**config.mk**
```make
export PLATFORM = sky130hd
export DESIGN_NAME = div_unit
export DESIGN_NICKNAME = d
export VERILOG_FILES = /design/src/rtl/div_unit.sv
export SDC_FILE = /design/constraint.sdc
export NUM_CORES = 1
export LEC_CHECK = 0
export CAP_MARGIN = 5
export CORE_MARGIN = 1.5
export CORE_UTILIZATION = 38
export DETAILED_ROUTE_END_ITERATION = 8
export GPL_ROUTABILITY_DRIVEN = 0
export GPL_TIMING_DRIVEN = 0
export SLEW_MARGIN = 30
export SYNTH_ARGS = -nofsm -noshare
export SYNTH_HDL_FRONTEND = slang
export SYNTH_SLANG_ARGS = --single-unit
```
**constraint.sdc**
```tcl
create_clock -name clk -period 4.65 [get_ports clk]
set_input_delay 1.395 -clock clk [delete_from_list [all_inputs] [get_ports clk]]
set_output_delay 1.395 -clock clk [all_outputs]
set_load 0.005 [all_outputs]
```
**src/rtl/div_unit.sv**
```systemverilog
`default_nettype none
// ============================================================================
// Module   : div_unit
// Brief    : Multi-cycle radix-2 restoring divider for the RV64M divide group
//            (DIV/DIVU/REM/REMU and their W forms). One operation in flight,
//            valid/ready on both sides, flush kills the current operation.
// Revision : 1.0 - initial release
// ============================================================================
module div_unit #(
    // Quotient bits resolved per CALC cycle; 1, 2 or 4
    parameter int BITS_PER_CYCLE = 1
) (
    input  logic        clk,
    input  logic        rst_n,
    input  logic        flush,
    input  logic        in_valid,
    output logic        in_ready,
    input  logic [1:0]  op,
    input  logic        word,
    input  logic [63:0] dividend,
    input  logic [63:0] divisor,
    output logic        out_valid,
    input  logic        out_ready,
    output logic [63:0] result
);

    typedef enum logic [2:0] {
        S_IDLE    = 3'd0,
        S_CALC    = 3'd1,
        S_FIXUP   = 3'd2,
        S_SPECIAL = 3'd3,
        S_DONE    = 3'd4
    } state_t;

    localparam logic [6:0]  c_N64  = 7'(64 / BITS_PER_CYCLE);
    localparam logic [6:0]  c_N32  = 7'(32 / BITS_PER_CYCLE);
    localparam logic [63:0] c_ONES = '1;
    localparam logic [63:0] c_MIN64 = 64'h8000_0000_0000_0000;

    state_t      r_state;
    logic        r_is_rem;     // op selects remainder
    logic        r_word;
    logic        r_neg_q;      // quotient needs negation in FIXUP
    logic        r_neg_r;      // remainder needs negation in FIXUP
    logic        r_zero;       // special case is divide-by-zero (else overflow)
    logic [6:0]  r_cnt;
    logic [63:0] r_quo;        // dividend shifting out / quotient shifting in
    logic [64:0] r_rem;
    logic [63:0] r_div;        // divisor magnitude
    logic [63:0] r_result;
    logic        r_out_valid;

    // Operand decode at the accept boundary
    logic        w_signed;
    logic [63:0] w_a_ext;
    logic [63:0] w_b_ext;
    logic        w_a_neg;
    logic        w_b_neg;
    logic [63:0] w_a_mag;
    logic [63:0] w_b_mag;
    logic        w_b_zero;
    logic        w_ovf;

    // Iteration and result shaping
    logic [64:0] w_rem_nxt;
    logic [63:0] w_quo_nxt;
    logic [65:0] w_diff;
    logic [64:0] w_shift;
    logic [63:0] w_q_fix;
    logic [63:0] w_r_fix;
    logic [63:0] w_pre;
    logic [63:0] w_final;

    assign in_ready  = (r_state == S_IDLE) && !flush;
    assign out_valid = r_out_valid;
    assign result    = r_result;

    // Sign-extend/zero-extend W operands, take magnitudes, detect special cases
    always_comb begin
        w_signed = ~op[0];
        if (word) begin
            w_a_ext = w_signed ? {{32{dividend[31]}}, dividend[31:0]} : {32'b0, dividend[31:0]};
            w_b_ext = w_signed ? {{32{divisor[31]}},  divisor[31:0]}  : {32'b0, divisor[31:0]};
            w_ovf   = w_signed && (dividend[31:0] == 32'h8000_0000) && (divisor[31:0] == 32'hFFFF_FFFF);
        end else begin
            w_a_ext = dividend;
            w_b_ext = divisor;
            w_ovf   = w_signed && (dividend == c_MIN64) && (divisor == c_ONES);
        end
        w_a_neg  = w_signed & w_a_ext[63];
        w_b_neg  = w_signed & w_b_ext[63];
        w_a_mag  = w_a_neg ? (64'd0 - w_a_ext) : w_a_ext;
        w_b_mag  = w_b_neg ? (64'd0 - w_b_ext) : w_b_ext;
        w_b_zero = (w_b_ext == 64'd0);
    end

    // BITS_PER_CYCLE restoring shift/trial-subtract steps chained in one cycle
    always_comb begin
        w_rem_nxt = r_rem;
        w_quo_nxt = r_quo;
        w_diff    = '0;
        w_shift   = '0;
        for (int i = 0; i < BITS_PER_CYCLE; i++) begin
            w_shift = {w_rem_nxt[63:0], w_quo_nxt[63]};
            // Borrow out of bit 65 means the divisor did not fit
            w_diff  = {w_rem_nxt, w_quo_nxt[63]} - {2'b00, r_div};
            w_quo_nxt = {w_quo_nxt[62:0], ~w_diff[65]};
            w_rem_nxt = w_diff[65] ? w_shift : w_diff[64:0];
        end
    end

    // Sign correction, quotient/remainder select and W sign-extension
    always_comb begin
        w_q_fix = r_neg_q ? (64'd0 - r_quo) : r_quo;
        w_r_fix = r_neg_r ? (64'd0 - r_rem[63:0]) : r_rem[63:0];
        if (r_state == S_SPECIAL) begin
            // r_quo holds the original (extended) dividend in special cases
            if (r_is_rem) w_pre = r_zero ? r_quo : 64'd0;
            else          w_pre = r_zero ? c_ONES : r_quo;
        end else begin
            w_pre = r_is_rem ? w_r_fix : w_q_fix;
        end
        w_final = r_word ? {{32{w_pre[31]}}, w_pre[31:0]} : w_pre;
    end

    // Control FSM with registered result and out_valid
    always_ff @(posedge clk or negedge rst_n) begin
        if (!rst_n) begin
            r_state     <= S_IDLE;
            r_is_rem    <= 1'b0;
            r_word      <= 1'b0;
            r_neg_q     <= 1'b0;
            r_neg_r     <= 1'b0;
            r_zero      <= 1'b0;
            r_cnt       <= '0;
            r_quo       <= '0;
            r_rem       <= '0;
            r_div       <= '0;
            r_result    <= '0;
            r_out_valid <= 1'b0;
        end else if (flush) begin
            r_state     <= S_IDLE;
            r_out_valid <= 1'b0;
        end else begin
            case (r_state)
                S_IDLE: begin
                    if (in_valid) begin
                        r_is_rem <= op[1];
                        r_word   <= word;
                        r_neg_q  <= w_a_neg ^ w_b_neg;
                        r_neg_r  <= w_a_neg;
                        r_zero   <= w_b_zero;
                        r_rem    <= '0;
                        r_div    <= w_b_mag;
                        if (w_b_zero || w_ovf) begin
                            r_quo   <= word ? {{32{dividend[31]}}, dividend[31:0]} : dividend;
                            r_state <= S_SPECIAL;
                        end else begin
                            // W operands sit in the top half so 32 shifts consume them
                            r_quo   <= word ? {w_a_mag[31:0], 32'b0} : w_a_mag;
                            r_cnt   <= word ? c_N32 : c_N64;
                            r_state <= S_CALC;
                        end
                    end
                end
                S_CALC: begin
                    r_rem <= w_rem_nxt;
                    r_quo <= w_quo_nxt;
                    r_cnt <= r_cnt - 7'd1;
                    if (r_cnt == 7'd1) r_state <= S_FIXUP;
                end
                S_FIXUP, S_SPECIAL: begin
                    r_result    <= w_final;
                    r_out_valid <= 1'b1;
                    r_state     <= S_DONE;
                end
                S_DONE: begin
                    if (out_ready) begin
                        r_out_valid <= 1'b0;
                        r_state     <= S_IDLE;
                    end
                end
                default: begin
                    r_state     <= S_IDLE;
                    r_out_valid <= 1'b0;
                end
            endcase
        end
    end

endmodule
`default_nettype wire

```
# After elaboration in Yosys (flattened, before gate mapping)
# Index checks and enable logic that the tools add are counted.
# word_totals
regBits,273
in_bits,136
out_inout_bits,66
# op_classes
n_addsub,6
eq_ne,15
muxes,36
bitwise,6
n_reduce_logical,18
# op_table
operator,count
$mux 64,18
$sub 1x64->64 const A,4
$mux 65,2
$pmux 65 s2,1
$eq 64x64->1 const B,2
$pmux 64 s2,1
$sub 66x64->66,1
$eq 32x32->1 const B,2
$logic_not 64->1,1
$mux 7,3
$pmux 7 s2,1
$mux 3,4
$pmux 3 s4,1
$ne 3x3->1 const B,3
$reduce_and 3->1,3
$eq 7x1->1 const B,1
$sub 7x1->7 const B,1
$eq 3x2->1 const B,2
$logic_and 1x1->1,5
$ne 2x2->1 const B,2
$reduce_and 2->1,2
$reduce_and 4->1,1
$reduce_or 2->1,2
$eq 3x1->1 const B,1
12 further kinds,17

# Longest topological paths before layout
# depth
ltp_word,9
mapped_depth,16

# Worst setup path before layout
# Ideal clock, no wire load.
# synth_path
path_kind,in2reg
startpoint,input port divisor[14]
endpoint,register r_div[39]
t_arrival_ps,3987
path_slack_ps,580
stages,8
cell_sequence,or4_1 -> or4_1 -> nor4_4 -> and2_2 -> o21ai_0 -> or3b_1 -> a311o_1 -> o21ai_0
# synth_via
elab_chain_len,4
# synth_rtl
element,line_no,rtl
from (decl),21,"input logic [63:0] divisor,"
$mux 64,83,"w_b_ext = w_signed ? {{32{divisor[31]}}, divisor[31:0]} : {32'b0, divisor[31:0]};"
$mux 64 *,81,if (word) begin
$sub 1x64->64 *,93,w_b_mag = w_b_neg ? (64'd0 - w_b_ext) : w_b_ext;
$mux 64 *,93,
to (signal assigned),154,r_div <= w_b_mag;
to (decl),49,logic [63:0] r_div;
# Mark *: on every way between the ends. The rest lies on a longest branch, timed or not.
# A chain may end at the register's enable or synchronous reset.

# Worst setup path in the final report
# layout_path
startpoint,input port divisor[31]
endpoint,register r_quo[45]
# layout_via
elab_chain_len,7
# layout_rtl
element,line_no,rtl
"$mux 64, or another cell as far along",83,
"$mux 64, or another cell as far along",81,
$logic_not 64->1 or $mux 1 (tied branches),"94, 81",
$logic_or 1x1->1 *,155,if (w_b_zero || w_ovf) begin
$mux 64 *,155,
$mux 64 *,147,if (in_valid) begin
$pmux 64 s2 *,145,case (r_state)
to (signal assigned),156,"r_quo <= word ? {{32{dividend[31]}}, dividend[31:0]} : dividend;"
to (signal assigned),160,"r_quo <= word ? {w_a_mag[31:0], 32'b0} : w_a_mag;"
to (signal assigned),168,r_quo <= w_quo_nxt;
to (decl),47,logic [63:0] r_quo;
# Mark *: on every way between the ends. The rest lies on a longest branch, timed or not. The select of a mux whose other input is x is not followed.

==> flow_metrics.env <==
export IMPL_post_synthesis_instance_total=3291
export IMPL_drc=0
export IMPL_cts_buffer_depth=3
export IMPL_die_height_um=255
export IMPL_synth_area_leader_cell="sky130_fd_sc_hd__dfrtp_1"
export IMPL_synthesis_yosys_warnings=0
export IMPL_io_pins=202
export IMPL_floorplan_core_area_mm2=0.0630
export IMPL_vias_per_cell=6.30
export IMPL_routed_top_layer="met5"
export IMPL_clkLatencyLatePin_ps=610
export IMPL_antenna_left=0
export IMPL_finalMaxSlewViolations=0
export IMPL_final_cells=4395
export IMPL_grt_pass1_wl_mm=167
export IMPL_crit_chain="clkdlybuf4s50_1 -> nand2b_1 -> nand2_1 -> a2111oi_0 -> nand4b_1 -> buf_4 -> a21boi_2 -> clkbuf_2 -> nand3_1 -> xnor2_1 -> o21ai_0 -> o21ai_0"
export IMPL_grt_max_degree=81
export IMPL_post_synthesis_cell_area_mm2=0.0242
export IMPL_detail_route_wl_per_cell_um=25.4
export IMPL_cts_tree="yes"
export IMPL_syn_area_per_cell_um2=7.36
export IMPL_combinationalPowerShare_pct=63.2
export IMPL_cts_htree_levels=1
export IMPL_net_switching_power_uw=10700
export IMPL_post_synthesis_sequential_area_ratio_pct=28.2
export IMPL_criticalPathCategory="in -> reg"
export IMPL_source_of_the_worst_register_to_register_timing_path="r_rem[5]"
export IMPL_worst_r2r_endpoint="r_rem[59]"
export IMPL_rrSetupSlack_ps=290
export IMPL_final_hold_viol_count=0
export IMPL_mappedNetlistNets=3499
export IMPL_router_iterations_before_antenna_repair=8
export IMPL_worst_hold_slack_ps=473
export IMPL_crit_slowest_cell="sky130_fd_sc_hd__clkdlybuf4s50_1"
export IMPL_initial_core_util_pct=38.4
export IMPL_postRouteWirelength_mm=112
export IMPL_post_synth_top_area_fraction_pct=28.2
export IMPL_sequential_cell_area_mm2=0.00683
export IMPL_netSwitchingFraction_pct=53.6
export IMPL_clock_root_buffer="sky130_fd_sc_hd__clkbuf_16"
export IMPL_period_minus_slack_ps=4630
export IMPL_place_hpwl_mm=87.8
export IMPL_min_path_type="reg -> reg"
export IMPL_maxClockFrequency_mhz=216
export IMPL_hp_start="result[21]"
export IMPL_end_kind="register"
export IMPL_max_slew_margin_pct=26.6
export IMPL_fp_row_count=92
export IMPL_outcome="complete, no violations"
export IMPL_clk_pin_slew_ps=70
export IMPL_clock_skew_final_ps=39.7
export IMPL_met3_wirelength_mm=11.5
export IMPL_cp_data_arrival_time_ps=5080
export IMPL_gr_total_overflow=0
export IMPL_max_cap_violations=0
export IMPL_antenna_diode_count=0
export IMPL_worstHoldPathCells=2
export IMPL_clock_power_share_pct=11.8
export IMPL_leakagePower_uw=0.0112
export IMPL_via_count=27700
export IMPL_cpMostUsedCell="sky130_fd_sc_hd__o21ai_0"
export IMPL_syn_to_final_growth_pct=17.4
export IMPL_grt_antenna_before_repair=3
export IMPL_share_of_cells_above_drive_strength_1_pct=4.23
export IMPL_grt_setup_unrepaired="no"
export IMPL_post_synth_num_cell_types=91
export IMPL_multi_input_area_mm2=0.0161
export IMPL_met1Wirelength_mm=43.5
export IMPL_route_met2_wl_mm=48.6
export IMPL_grt_pass1_vias=26200
export IMPL_setup_violations_final=0
export IMPL_synth_enable_flop_cells=0
export IMPL_cp_buffers_inverters=3
export IMPL_number_of_drc_markers_in_iteration_0=3361
export IMPL_synth_area_leaders="sky130_fd_sc_hd__dfrtp_1 28%, sky130_fd_sc_hd__a21oi_1 6.9%, sky130_fd_sc_hd__o21ai_0 6.8%"
export IMPL_placement_io_buffers=189
export IMPL_cp_top_family="compound AO/OA/AOI/OAI gates"
export IMPL_reg2regPathDepth=11
export IMPL_nFillCells=6667
export IMPL_report_power_total_uw=19900
export IMPL_fp_dieArea_mm2=0.0652
export IMPL_die_width_um=255
export IMPL_synthMostInstantiatedCell="sky130_fd_sc_hd__nand2_1"
export IMPL_fin_nets=3734
export IMPL_worstHoldEndpoint="result[21]"
export IMPL_synth_ff_type="sky130_fd_sc_hd__dfrtp_1"
export IMPL_ys_seq_elements=273
export IMPL_largest_fanout_of_any_net_on_the_critical_path=10
export IMPL_setup_worst_path_start_class="input pin"
export IMPL_numPlacedInstances=4329
export IMPL_post_route_period_util_pct=99.5
export IMPL_global_route_usage_total_pct=33.2
export IMPL_yosys_top_cells_count="376 x sky130_fd_sc_hd__nand2_1, 336 x sky130_fd_sc_hd__a21oi_1, 331 x sky130_fd_sc_hd__o21ai_0, 294 x sky130_fd_sc_hd__nor2_1, 273 x sky130_fd_sc_hd__dfrtp_1"
export IMPL_worst_slew_pin_slew_ps=1100
export IMPL_clock_sink_count=273
export IMPL_critPathRequiredTime_ps=5100
export IMPL_vdd_ir_drop_max_uv=594
export IMPL_internal_power_uw=9250
export IMPL_numCtsBuffers=30
export IMPL_power_per_cell_area_mw_per_mm2=701
export IMPL_synth_async_reset_ratio_pct=100
export IMPL_worst_setup_path_startpoint="divisor[31]"
export IMPL_seq_power_share_pct=25.1
export IMPL_critical_path_max_stage_delay_ps=640
registers in the layout (all words and copies together) (netlist names):
signal / count
r_state: 3
r_neg_r: 1
r_zero: 1
out_valid: 1
r_div: 64
r_word: 1
result: 64
r_cnt: 7
r_quo: 64
r_neg_q: 1
r_is_rem: 1
r_rem: 65
layout by cell type (no fill, tap or decap), drive strengths merged, types with 81 or more instances in the layout:
cell	instances
nor2	295
clkbuf	272
nor3	120
dfrtp	273
clkdlybuf4s50	185
a21oi	336
inv	125
nand3	81
xnor2	149
xor2	118
nand2	377
o21ai	345
worst max-delay path by stage:
stage / slack, ps / cells past startpoint / endpoint
2_1_floorplan: 580 / 8 / r_div[39]
3_5_place_dp: -1450 / 11 / r_quo[47]
5_1_grt: 0.6 / 11 / r_quo[47]
6_report: 20 / 12 / r_quo[45]
4_1_cts: -2 / 13 / r_quo[45]
3_3_place_gp: -10020 / 1 / r_rem[11]
per-stage QoR:
stage / setup WS, ps / setup TNS (ps) / cell area (um2) / utilization (%)
after floorplan: 580 / 0 / 24200 / -
after global placement: -10020 / -2818740 / 27200 / 43.1
after detailed placement: -1450 / -97310 / 27200 / 43.3
after CTS: -2.17 / -2.17 / 28300 / 44.9
after global routing: 0.629 / 0 / 28400 / 45.1
final: 21.9 / 0 / 28400 / 45.1
metal layers:
metal  global-route usage [%]  up-vias
met3                     7.31      382
met2                     51.8     1636
met4                     18.8        4
met5                        0        -
li1                         -    12400
met1                     42.3    13200
what timing repair did:
item                                    4_1_cts  5_1_grt
hold endpoints to repair                      0        0
hold buffers                                  0        0
pin swaps                                     2        6
gates resized for setup                      19       25
buffers inserted                              4        6
endpoints found under the setup margin       83       77
power groups by stage:
stage | registers [uW] | clock network, uW | logic, uW
final | 4990 | 2340 | 12600
after global routing | 5030 | 2450 | 13700
after CTS | 4870 | 2350 | 12200
after detailed placement | 4910 | 0 | 12100
after global placement | 4900 | 0 | 12000
after floorplan | 4200 | 0 | 8150
tightest hold or removal path, stage by stage (launching register included):
cell and delay, ps:
sky130_fd_sc_hd__dfrtp_1 340, sky130_fd_sc_hd__nand2_1 50, sky130_fd_sc_hd__nand2_1 50
logic make-up after synthesis:
logic type,Yosys count,synth area share [%]
muxes,17,0.708
DFF,273,28.2
buffers and inverters,372,5.85
and+or+nand+nor,1143,22.6
AOI/OAI and AO/OA,1146,29.2
xor gates and xnor gates,267,9.66
adders and majority gates,73,3.79
final cells by class:
type                       count  area share (%)
multi-input combinational   2646            56.6
sequential                   273            24.0
timing repair buffer         203            7.31
tap                          846            3.72
buffer                       248            3.43
clock buffer                  48            3.09
inverter                     124            1.64
clock inverter                 7           0.198
Note: power is estimated with default switching activity, not from simulation.
